===== src/rtl/qspis_phy.sv =====
// QSPI slave pad-side front end: oversamples SCK/CSn/SD in the clk_i domain,
// deserialises MOSI into bytes, serialises TX bytes and owns all pad enables.
// SPI mode 0, MSB first, single-bit or quad width.
//
// pad_i layout: [8] sck, [7:4] csn[3:0], [3:0] sd_i[3:0]
// pad_o layout: [7:4] sd_oe[3:0], [3:0] sd_o[3:0]
module qspis_phy #(
  parameter int unsigned CS_IDX      = 0,
  parameter int unsigned SYNC_STAGES = 2
) (
  input  logic       clk_i,
  input  logic       rst_i,
  input  logic [8:0] pad_i,
  output logic [7:0] pad_o,
  input  logic       quad_i,
  input  logic       tx_en_i,
  output logic [7:0] rx_data_o,
  output logic       rx_valid_o,
  input  logic [7:0] tx_data_i,
  input  logic       tx_valid_i,
  output logic       tx_ready_o,
  output logic       tx_underrun_o,
  output logic       cs_active_o,
  output logic       frame_end_o
);

  localparam logic [3:0] CsMask = 4'b0001 << CS_IDX;

  typedef enum logic [0:0] {StIdle, StActive} state_e;

  state_e state_q, state_d;

  // Synchroniser chain: {sck, csn, sd[3:0]}, plus history for sck/csn edges.
  // Reset to zero so a CS already low at reset release is not seen as a fall.
  logic [SYNC_STAGES-1:0][5:0] sync_q;
  logic [1:0]                  hist_q;
  logic [5:0]                  in_raw;
  logic                        sck_s, csn_s;
  logic [3:0]                  sd_s;
  logic                        sck_rise, sck_fall, cs_fall, cs_rise;

  assign in_raw   = {pad_i[8], |(pad_i[7:4] & CsMask), pad_i[3:0]};
  assign sck_s    = sync_q[SYNC_STAGES-1][5];
  assign csn_s    = sync_q[SYNC_STAGES-1][4];
  assign sd_s     = sync_q[SYNC_STAGES-1][3:0];
  assign sck_rise = sck_s & ~hist_q[1];
  assign sck_fall = ~sck_s & hist_q[1];
  assign cs_fall  = ~csn_s & hist_q[0];
  assign cs_rise  = csn_s & ~hist_q[0];

  // Pad input synchroniser and edge history.
  always_ff @(posedge clk_i or posedge rst_i) begin
    if (rst_i) begin
      sync_q <= '0;
      hist_q <= '0;
    end else begin
      sync_q[0] <= in_raw;
      for (int i = 1; i < SYNC_STAGES; i++) begin
        sync_q[i] <= sync_q[i-1];
      end
      hist_q <= {sck_s, csn_s};
    end
  end

  logic       quad_q, quad_d;
  logic       txen_q, txen_d;
  logic [2:0] cnt_q, cnt_d;
  logic [7:0] rx_sr_q, rx_sr_d;
  logic [7:0] rx_data_q, rx_data_d;
  logic       rx_valid_q, rx_valid_d;
  logic [7:0] tx_sr_q, tx_sr_d;
  logic       pend_q, pend_d;
  logic [7:0] hold_q, hold_d;
  logic       full_q, full_d;
  logic       underrun_q, underrun_d;
  logic       frame_end_q, frame_end_d;
  logic [7:0] pad_q, pad_d;

  // FSM state register.
  always_ff @(posedge clk_i or posedge rst_i) begin
    if (rst_i) begin
      state_q <= StIdle;
    end else begin
      state_q <= state_d;
    end
  end

  // FSM next state: CS edges alone move between idle and active.
  always_comb begin
    state_d = state_q;
    unique case (state_q)
      StIdle:   if (cs_fall) state_d = StActive;
      StActive: if (cs_rise) state_d = StIdle;
      default:  state_d = StIdle;
    endcase
  end

  // Datapath next state: RX shift, byte boundary, TX load/shift, holding buffer.
  always_comb begin
    logic       load;
    logic       rx_en;
    logic       last;
    logic       accept;
    logic [7:0] shifted;
    quad_d      = quad_q;
    txen_d      = txen_q;
    cnt_d       = cnt_q;
    rx_sr_d     = rx_sr_q;
    rx_data_d   = rx_data_q;
    rx_valid_d  = 1'b0;
    tx_sr_d     = tx_sr_q;
    pend_d      = pend_q;
    hold_d      = hold_q;
    underrun_d  = 1'b0;
    frame_end_d = 1'b0;
    load        = 1'b0;
    accept      = tx_valid_i & ~full_q;
    rx_en       = ~(quad_q & txen_q);
    last        = quad_q ? (cnt_q == 3'd1) : (cnt_q == 3'd7);
    shifted     = quad_q ? {rx_sr_q[3:0], sd_s} : {rx_sr_q[6:0], sd_s[0]};

    if (state_q == StIdle) begin
      if (cs_fall) begin
        quad_d  = quad_i;
        txen_d  = tx_en_i;
        cnt_d   = 3'd0;
        rx_sr_d = 8'h00;
        pend_d  = 1'b0;
        load    = 1'b1;
      end
    end else if (cs_rise) begin
      // Partial byte and pending TX contents are dropped; holding buffer stays.
      cnt_d       = 3'd0;
      rx_sr_d     = 8'h00;
      tx_sr_d     = 8'h00;
      pend_d      = 1'b0;
      frame_end_d = 1'b1;
    end else if (sck_rise) begin
      if (rx_en) rx_sr_d = shifted;
      if (last) begin
        cnt_d  = 3'd0;
        pend_d = 1'b1;
        quad_d = quad_i;
        txen_d = tx_en_i;
        if (rx_en) begin
          rx_data_d  = shifted;
          rx_valid_d = 1'b1;
        end
      end else begin
        cnt_d = cnt_q + 3'd1;
      end
    end else if (sck_fall) begin
      if (pend_q) begin
        load   = 1'b1;
        pend_d = 1'b0;
      end else begin
        tx_sr_d = quad_q ? {tx_sr_q[3:0], 4'h0} : {tx_sr_q[6:0], 1'b0};
      end
    end

    // A load always takes the old buffer contents; a same-cycle write refills it.
    if (load) begin
      if (full_q) begin
        tx_sr_d = hold_q;
      end else begin
        tx_sr_d    = 8'hFF;
        underrun_d = 1'b1;
      end
    end
    full_d = (full_q & ~load) | accept;
    if (accept) hold_d = tx_data_i;
  end

  // FSM outputs: pad drive computed from next state so pads update with the state.
  always_comb begin
    pad_d = 8'h00;
    if (state_d == StActive) begin
      if (!quad_d) begin
        pad_d[5] = 1'b1;
        pad_d[1] = tx_sr_d[7];
      end else if (txen_d) begin
        pad_d[7:4] = 4'hF;
        pad_d[3:0] = tx_sr_d[7:4];
      end
    end
  end

  // Datapath and output registers.
  always_ff @(posedge clk_i or posedge rst_i) begin
    if (rst_i) begin
      quad_q      <= 1'b0;
      txen_q      <= 1'b0;
      cnt_q       <= 3'd0;
      rx_sr_q     <= 8'h00;
      rx_data_q   <= 8'h00;
      rx_valid_q  <= 1'b0;
      tx_sr_q     <= 8'h00;
      pend_q      <= 1'b0;
      hold_q      <= 8'h00;
      full_q      <= 1'b0;
      underrun_q  <= 1'b0;
      frame_end_q <= 1'b0;
      pad_q       <= 8'h00;
    end else begin
      quad_q      <= quad_d;
      txen_q      <= txen_d;
      cnt_q       <= cnt_d;
      rx_sr_q     <= rx_sr_d;
      rx_data_q   <= rx_data_d;
      rx_valid_q  <= rx_valid_d;
      tx_sr_q     <= tx_sr_d;
      pend_q      <= pend_d;
      hold_q      <= hold_d;
      full_q      <= full_d;
      underrun_q  <= underrun_d;
      frame_end_q <= frame_end_d;
      pad_q       <= pad_d;
    end
  end

  assign pad_o         = pad_q;
  assign rx_data_o     = rx_data_q;
  assign rx_valid_o    = rx_valid_q;
  assign tx_ready_o    = ~full_q;
  assign tx_underrun_o = underrun_q;
  assign cs_active_o   = (state_q == StActive);
  assign frame_end_o   = frame_end_q;

endmodule


===== config.mk =====
export PLATFORM = sky130hd
export DESIGN_NAME = qspis_phy
export DESIGN_NICKNAME = d
export VERILOG_FILES = /design/src/rtl/qspis_phy.sv
export SDC_FILE = /design/constraint.sdc
export NUM_CORES = 1
export LEC_CHECK = 0
export BUFFER_PORTS_ARGS = -buffer_cell sky130_fd_sc_hd__buf_2
export CAP_MARGIN = 10
export CELL_PAD_IN_SITES_DETAIL_PLACEMENT = 2
export CELL_PAD_IN_SITES_GLOBAL_PLACEMENT = 2
export CORE_ASPECT_RATIO = 0.7
export CORE_UTILIZATION = 37
export DETAILED_ROUTE_END_ITERATION = 8
export PLACE_DENSITY_LB_ADDON = 0.1
export SLEW_MARGIN = 20
export SYNTH_ARGS = -nofsm -noshare
export SYNTH_HDL_FRONTEND = slang
export SYNTH_SLANG_ARGS = --single-unit

===== constraint.sdc =====
create_clock -name clk_i -period 2.6 [get_ports clk_i]
set_input_delay 0.39 -clock clk_i [delete_from_list [all_inputs] [get_ports clk_i]]
set_output_delay 0.39 -clock clk_i [all_outputs]
set_load 0.02 [all_outputs]

==> impl_metrics.env, run 1 <==
export IMPL_synthDistinctLibCells=52
export IMPL_final_hold_viol_count=0
export IMPL_sw_frac_of_total_pct=31.8
export IMPL_rsz0062_at_grt="false"
export IMPL_port_buffers=39
export IMPL_clock_fmax_mhz=501
export IMPL_ioPinCount=43
export IMPL_slew_headroom_pct=64.8
export IMPL_outcome="completed"
export IMPL_p_int_mw=1.87
export IMPL_rows=25
export IMPL_critical_path_class="reg -> reg"
export IMPL_clock_power_share_pct=32.0
export IMPL_synthCells=217
export IMPL_clk_pin_slew_ps=70
export IMPL_routed_wl_mm=6.33
export IMPL_h_tree_depth=3
export IMPL_cts_sinks=62
export IMPL_cts_tree="yes"
export IMPL_critical_path_max_stage_delay_ps=680
export IMPL_setup_viol=0
export IMPL_grt_pass1_wl_mm=10.5
export IMPL_ys_seq_area_share_pct=58.9
export IMPL_placed_cell_area_mm2=0.00293
export IMPL_final_core_util_pct=45.9
export IMPL_synth_top_area_share_pct=58.9
export IMPL_cp_required_ps=2820
export IMPL_path_max_fanout=17
export IMPL_worst_slew_pin_slew_ps=528
export IMPL_timing_max_cap_violations=0
export IMPL_fillers=734
export IMPL_viasPerCell=5.21
export IMPL_cp_top_family="flip-flops"
export IMPL_cts_root_buffer="clkbuf_8"
export IMPL_pwr_share_comb_pct=21.6
export IMPL_cts_resized=0
export IMPL_vias=1887
export IMPL_worstPathCellList="inv_1, nor3_4, nand3_2, mux2_2"
export IMPL_hold_buffers=0
export IMPL_die_h_um=72.6
export IMPL_slew_viol_final=0
export IMPL_post_cts_buffers=0
export IMPL_fin_tns_setup_ps=0
export IMPL_hp_class="in -> async"
export IMPL_period_share_pct=76.7
export IMPL_pwr_share_seq_pct=46.3
export IMPL_p_sw_uw=870
export IMPL_start_kind="register"
export IMPL_die_x_um=103
export IMPL_syn_area_mm2=0.00263
export IMPL_hpwl_mm=4.43
export IMPL_start_util_pct=38.6
export IMPL_grt_antenna_before_repair=0
export IMPL_layout_min_cycle_time_ps=2000
export IMPL_grt_usage_pct=19.1
export IMPL_syn_num_nets=240
export IMPL_synth_top_area_cell="dfrtp_1"
export IMPL_arrival_ps=2220
export IMPL_grt_overflow_total=0
export IMPL_synthArstFlopShare_pct=100
export IMPL_synth_edf_count=0
export IMPL_synthTopCellsByArea="dfrtp_1 59%, mux2_2 4.7%, o21ai_0 3.0%"
export IMPL_use_met2_pct=27.3
export IMPL_syn_area_per_cell_um2=12.1
export IMPL_drtPass1Iterations=4
export IMPL_remaining_drc_errors=0
export IMPL_clockBufferDepth=2
export IMPL_regArea_mm2=0.00155
export IMPL_diodes=0
export IMPL_cp_slowest_cell="dfrtp_1"
export IMPL_drtAntennaViolNets=0
export IMPL_gp_congestion=0.741
export IMPL_crit_buf_inv=1
export IMPL_insertion_delay_ps=340
export IMPL_use_met1_pct=28.2
export IMPL_grt_max_degree=63
export IMPL_crit_path_end_kind="register"
export IMPL_leakagePower_nw=1.49
export IMPL_grt_busiest_layer="met1"
export IMPL_fin_nets=286
export IMPL_fin_area_mm2=0.00313
export IMPL_vdd_drop_max_v=0.000448
export IMPL_multi_input_area_um2=973
export IMPL_synth_ff_type="dfrtp_1"
export IMPL_coreArea_mm2=0.00682
export IMPL_grt_pass1_vias=1981
export IMPL_cts_buffers=9
export IMPL_ys_ff_latch=62
export IMPL_fin_skew_ps=13.1
export IMPL_grt_util_met3_pct=4.79
export IMPL_powerDensity_mw_per_mm2=874
export IMPL_wl_per_cell_um=17.5
export IMPL_dieArea_mm2=0.00746
export IMPL_layout_drive_gt1_share_pct=32.5
export IMPL_drt_iter0_markers=84
export IMPL_area_growth_syn_to_layout_pct=19.0
export IMPL_yosysWarnings=0
[through the flow]
| stage | hold slack, ps | worst slack [ps] | cells | total power, mW |
|---|---|---|---|---|
| global route | 138 | 417 | 362 | 2.88 |
| floorplan | 331 | 669 | 217 | 1.68 |
| finish | 117 | 605 | 362 | 2.74 |
| CTS | 120 | 579 | 362 | 2.77 |
| global placement | 333 | 642 | 346 | 1.85 |
| detailed placement | 338 | 605 | 346 | 1.87 |
[sequential cells by signal, indices dropped and copies added (netlist names), 2 cells and up]
name / cells
hold_q: 8
rx_data_o: 8
tx_sr_q: 8
rx_sr_q: 7
pad_o: 6
sync_q: 6
sd_s: 4
cnt_q: 3
hist_q: 2
[metal layers]
layer,part of all wire (%),vias up
met5,0,-
met4,1.1,0
met3,4.1,6
met2,42,45
met1,53,962
li1,-,874
[cells in the mapped netlist (all sizes together), types with 4 or more instances]
cell and count:
dfrtp 62, nand2 20, o21ai 17, mux2 11
nor2 11, a21oi 10, inv 10, buf 8
mux2i 7, o2bb2ai 7, nor2b 5, nand3 4
o21a 4
[worst reg2reg max path, delay by kind of cell, from the launching register on]
family	cells	cell delay, ps
buffers and inverters	1	180
and+or+nand+nor	2	680
DFF	1	680
muxes	1	360
[kinds of logic after synthesis]
kind of cell	count (synthesis)	share of synthesized area [%]
multiplexers	18	7.37
adder cells (fa/ha/maj)	1	0.475
AO/OA/AOI/OAI	59	16.5
flip-flops	62	58.9
buffers and inverters	19	4.09
AND/OR/NAND/NOR	58	12.6
[power groups by stage]
| stage | Clock, mW | Combinational, mW | Sequential (mW) |
|---|---|---|---|
| global placement | 0 | 0.574 | 1.28 |
| detailed placement | 0 | 0.589 | 1.29 |
| finish | 0.877 | 0.592 | 1.27 |
| global route | 0.934 | 0.656 | 1.29 |
| CTS | 0.897 | 0.600 | 1.27 |
| floorplan | 0 | 0.412 | 1.27 |
[path summary, 6_finish.rpt]
| check | from | endpoint | slack (ps) | depth (start not counted) |
|---|---|---|---|---|
| min | rst_i | rx_valid_o | 120 | 3 |
| min reg2reg | sync_q[2] | sd_s[2] | 350 | 0 |
| max | cs_active_o | rx_data_o[0] | 600 | 4 |
| max reg2reg | cs_active_o | rx_data_o[0] | 600 | 4 |
| max in group asynchronous | rst_i | tx_sr_q[7] | 2220 | 3 |
| min in group clk_i | pad_i[1] | sync_q[1] | 150 | 1 |
[placed cells by master (no fill, tap or decap), drive strengths merged, types with 3 or more instances in the layout]
| cell type | n |
|---|---|
| a21oi | 10 |
| nand2 | 20 |
| dfrtp | 62 |
| nor2 | 11 |
| mux2i | 7 |
| inv | 12 |
| clkbuf | 10 |
| nand3 | 4 |
| nor2b | 5 |
| o2bb2ai | 7 |
| and4b | 3 |
| o21ai | 17 |
| mux2 | 11 |
| nor3 | 3 |
| o21a | 4 |
| a31oi | 3 |
| buf | 44 |
[final cells by class]
cell class	instances	share of cell area, %
clock buffers	10	4.39
clock inverters	6	2.20
inverters	10	1.20
multi-input cells	136	31.1
flip-flops and latches	62	49.5
well taps	94	3.76
repair buffers	44	7.83
Power figures use the tool's default switching activity.
==> run 2, diff against run 1 <==
Settings changed: ABC_AREA set to 1, CORE_UTILIZATION 37 to 34.
Clock period 2.6 ns to 2.09 ns, I/O delays scaled along.
==> run 2 against run 1 <==
  * Count of clock-buffer cells in the layout is 1 higher
  * Non-clock buffer count is 1 lower
  * Cell count is 20% higher
  * Routed wire length is 4.5% higher
  * Maximum frequency is 6.7% higher
  * Via count is 6.7% higher
  * Sequential share of layout area is 0.64 points lower
  * Area after synthesis is 0.95% lower
  * Setup slack worse by 390 ps
  * Clock power is 49% higher
  * Highest routed layer unchanged
==> impl_metrics.env, run 2 <==
export IMPL_timing_max_cap_violations=0
export IMPL_synth_commonest_cells="62 x dfrtp_1, 62 x nand2_1, 37 x o21ai_0"
export IMPL_yosysWarnings=0
export IMPL_syn_area_mm2=0.00261
export IMPL_synthTopCellsByArea="dfrtp_1 60%, nand2_1 8.9%, o21ai_0 7.1%"
export IMPL_outcome="completed"
export IMPL_synthCells=285
export IMPL_path_max_fanout=7
export IMPL_cp_slowest_cell="dfrtp_1"
export IMPL_clockBufferDepth=2
export IMPL_p_int_mw=2.67
export IMPL_grt_pass1_vias=2128
export IMPL_period_share_pct=89.5
export IMPL_ys_seq_area_share_pct=59.5
export IMPL_cts_tree="yes"
export IMPL_synth_ff_type="dfrtp_1"
export IMPL_viasPerCell=4.64
export IMPL_clk_pin_slew_ps=70
export IMPL_dieArea_mm2=0.00803
export IMPL_rows=26
export IMPL_pwr_share_comb_pct=26.5
export IMPL_setup_viol=0
export IMPL_routed_wl_mm=6.61
export IMPL_crit_cells=9
export IMPL_ioPinCount=43
export IMPL_hpwl_mm=4.71
export IMPL_slew_viol_final=0
export IMPL_vdd_drop_max_v=0.000470
export IMPL_area_growth_syn_to_layout_pct=21.7
export IMPL_cts_resized=0
export IMPL_grt_antenna_before_repair=0
export IMPL_slew_headroom_pct=56.8
export IMPL_die_x_um=107
export IMPL_syn_area_per_cell_um2=9.15
export IMPL_ys_ff_latch=62
export IMPL_fin_area_mm2=0.00317
export IMPL_gp_congestion=0.701
export IMPL_synth_top_area_cell="dfrtp_1"
export IMPL_synthArstFlopShare_pct=100
export IMPL_critical_path_class="reg -> reg"
export IMPL_synth_edf_count=0
export IMPL_synthDistinctLibCells=24
export IMPL_worst_slew_pin_slew_ps=647
export IMPL_start_kind="register"
export IMPL_port_buffers=39
export IMPL_hold_slack_ps=42.9
export IMPL_place_ws_ps=307
export IMPL_crit_buf_inv=2
export IMPL_syn_num_nets=308
export IMPL_crit_path_end_kind="register"
export IMPL_vias=2013
export IMPL_pwr_share_seq_pct=41.2
export IMPL_grt_max_degree=30
export IMPL_total_power_mw=4.07
export IMPL_rsz0062_at_grt="false"
export IMPL_drtAntennaViolNets=0
export IMPL_post_cts_buffers=0
export IMPL_diodes=0
export IMPL_drtPass1Iterations=4
export IMPL_cts_sinks=62
export IMPL_die_h_um=75.3
export IMPL_layout_drive_gt1_share_pct=22.9
export IMPL_path_common_cell="nand2_1"
export IMPL_fin_skew_ps=13.6
export IMPL_setup_slack_ps=220
export IMPL_cp_required_ps=2330
export IMPL_wl_per_cell_um=15.2
export IMPL_layout_min_cycle_time_ps=1870
export IMPL_fin_nets=354
export IMPL_cts_buffers=9
export IMPL_final_cell_mix="62 x nand2_1, 62 x dfrtp_1, 39 x buf_2"
export IMPL_p_sw_mw=1.40
export IMPL_placed_cell_area_mm2=0.00293
export IMPL_clock_power_share_pct=32.2
export IMPL_powerDensity_mw_per_mm2=1280
export IMPL_critical_path_max_stage_delay_ps=490
export IMPL_cp_top_family="simple AND/OR/NAND/NOR gates"
export IMPL_fin_tns_setup_ps=0
export IMPL_insertion_delay_ps=360
export IMPL_clock_fmax_mhz=535
export IMPL_grt_usage_pct=18.6
export IMPL_dpl_cell_count=418
export IMPL_coreArea_mm2=0.00735
export IMPL_grt_overflow_total=0
export IMPL_leakagePower_nw=1.64
export IMPL_h_tree_depth=3
export IMPL_worstPathCellList="inv_2, nand2_1, nand2_2, nand2_1, o21ai_0, nor2_1, inv_1, nand2_1, nand3_1"
export IMPL_reg2reg_depth=9
export IMPL_drt_iter0_markers=66
export IMPL_cts_root_buffer="clkbuf_8"
export IMPL_final_hold_viol_count=0
export IMPL_start_util_pct=35.5
export IMPL_fin_cells=434
export IMPL_final_core_util_pct=43.2
export IMPL_hold_buffers=0
export IMPL_hp_class="in -> async"
export IMPL_grt_pass1_wl_mm=10.7
export IMPL_remaining_drc_errors=0
export IMPL_sw_frac_of_total_pct=34.3
export IMPL_arrival_ps=2110
export IMPL_synth_top_area_share_pct=59.5
## run 2: cell types whose count changed after synthesis, moves of 7 or more
cell       change
nand2_1       +42
mux2i_1        -7
inv_1         +26
o2bb2ai_1      -7
nor2_1         +7
nand3_1       +22
mux2_2         -7
o21ai_0       +21
## run 2: kinds of logic after synthesis
group	count (synthesis)	synth area share, %
adder cells (fa/ha/maj)	1	0.480
XOR/XNOR	2	0.672
multiplexers	4	1.73
flip-flops	62	59.5
AND/OR/NAND/NOR	114	18.9
AO/OA/AOI/OAI	52	11.1
buffers and inverters	50	7.68
## run 2: power by group through the flow
stage / Clock [mW] / Sequential [mW] / Combinational [mW]
finish: 1.31 / 1.68 / 1.08
global route: 1.39 / 1.72 / 1.23
CTS: 1.35 / 1.68 / 1.10
detailed placement: 0 / 1.70 / 1.08
global placement: 0 / 1.68 / 1.05
floorplan: 0 / 1.75 / 0.670
## run 2: cell type report
class	count	area (µm²)
clock buffer	11	141
clock inverter	5	106
fill	835	4180
inverter	42	158
multi-input combinational	173	856
sequential	62	1550
tap	98	123
timing repair buffer	43	238
## run 2: final timing paths
path | from | end | slack [ps]
min in group clk_i | pad_i[3] | sync_q[3] | 60
worst min-delay path | rst_i | rx_sr_q[1] | 40
max in group asynchronous | rst_i | txen_q | 1460
worst max-delay path | cs_active_o | tx_sr_q[2] | 220
worst min register to register | sync_q[4] | csn_s | 350
worst max register to register | cs_active_o | tx_sr_q[2] | 220
## run 2: metal layers
layer / share of wire (%) / up-vias / global-route usage (%) / wire (µm)
li1: - / 1000 / - / -
met1: 52 / 968 / 24.4 / 3410
met2: 43 / 39 / 28.1 / 2840
met3: 4.0 / 6 / 6.58 / 263
met4: 1.4 / 0 / 8.22 / 93
met5: 0 / - / 0 / 0
## run 2: worst register-to-register path, delay by kind of cell (launching register included)
| kind | cells | cell delay, ps |
|---|---|---|
| AOI/OAI and AO/OA | 1 | 100 |
| and+or+nand+nor | 6 | 940 |
| DFF | 1 | 490 |
| buffers and inverters | 2 | 230 |
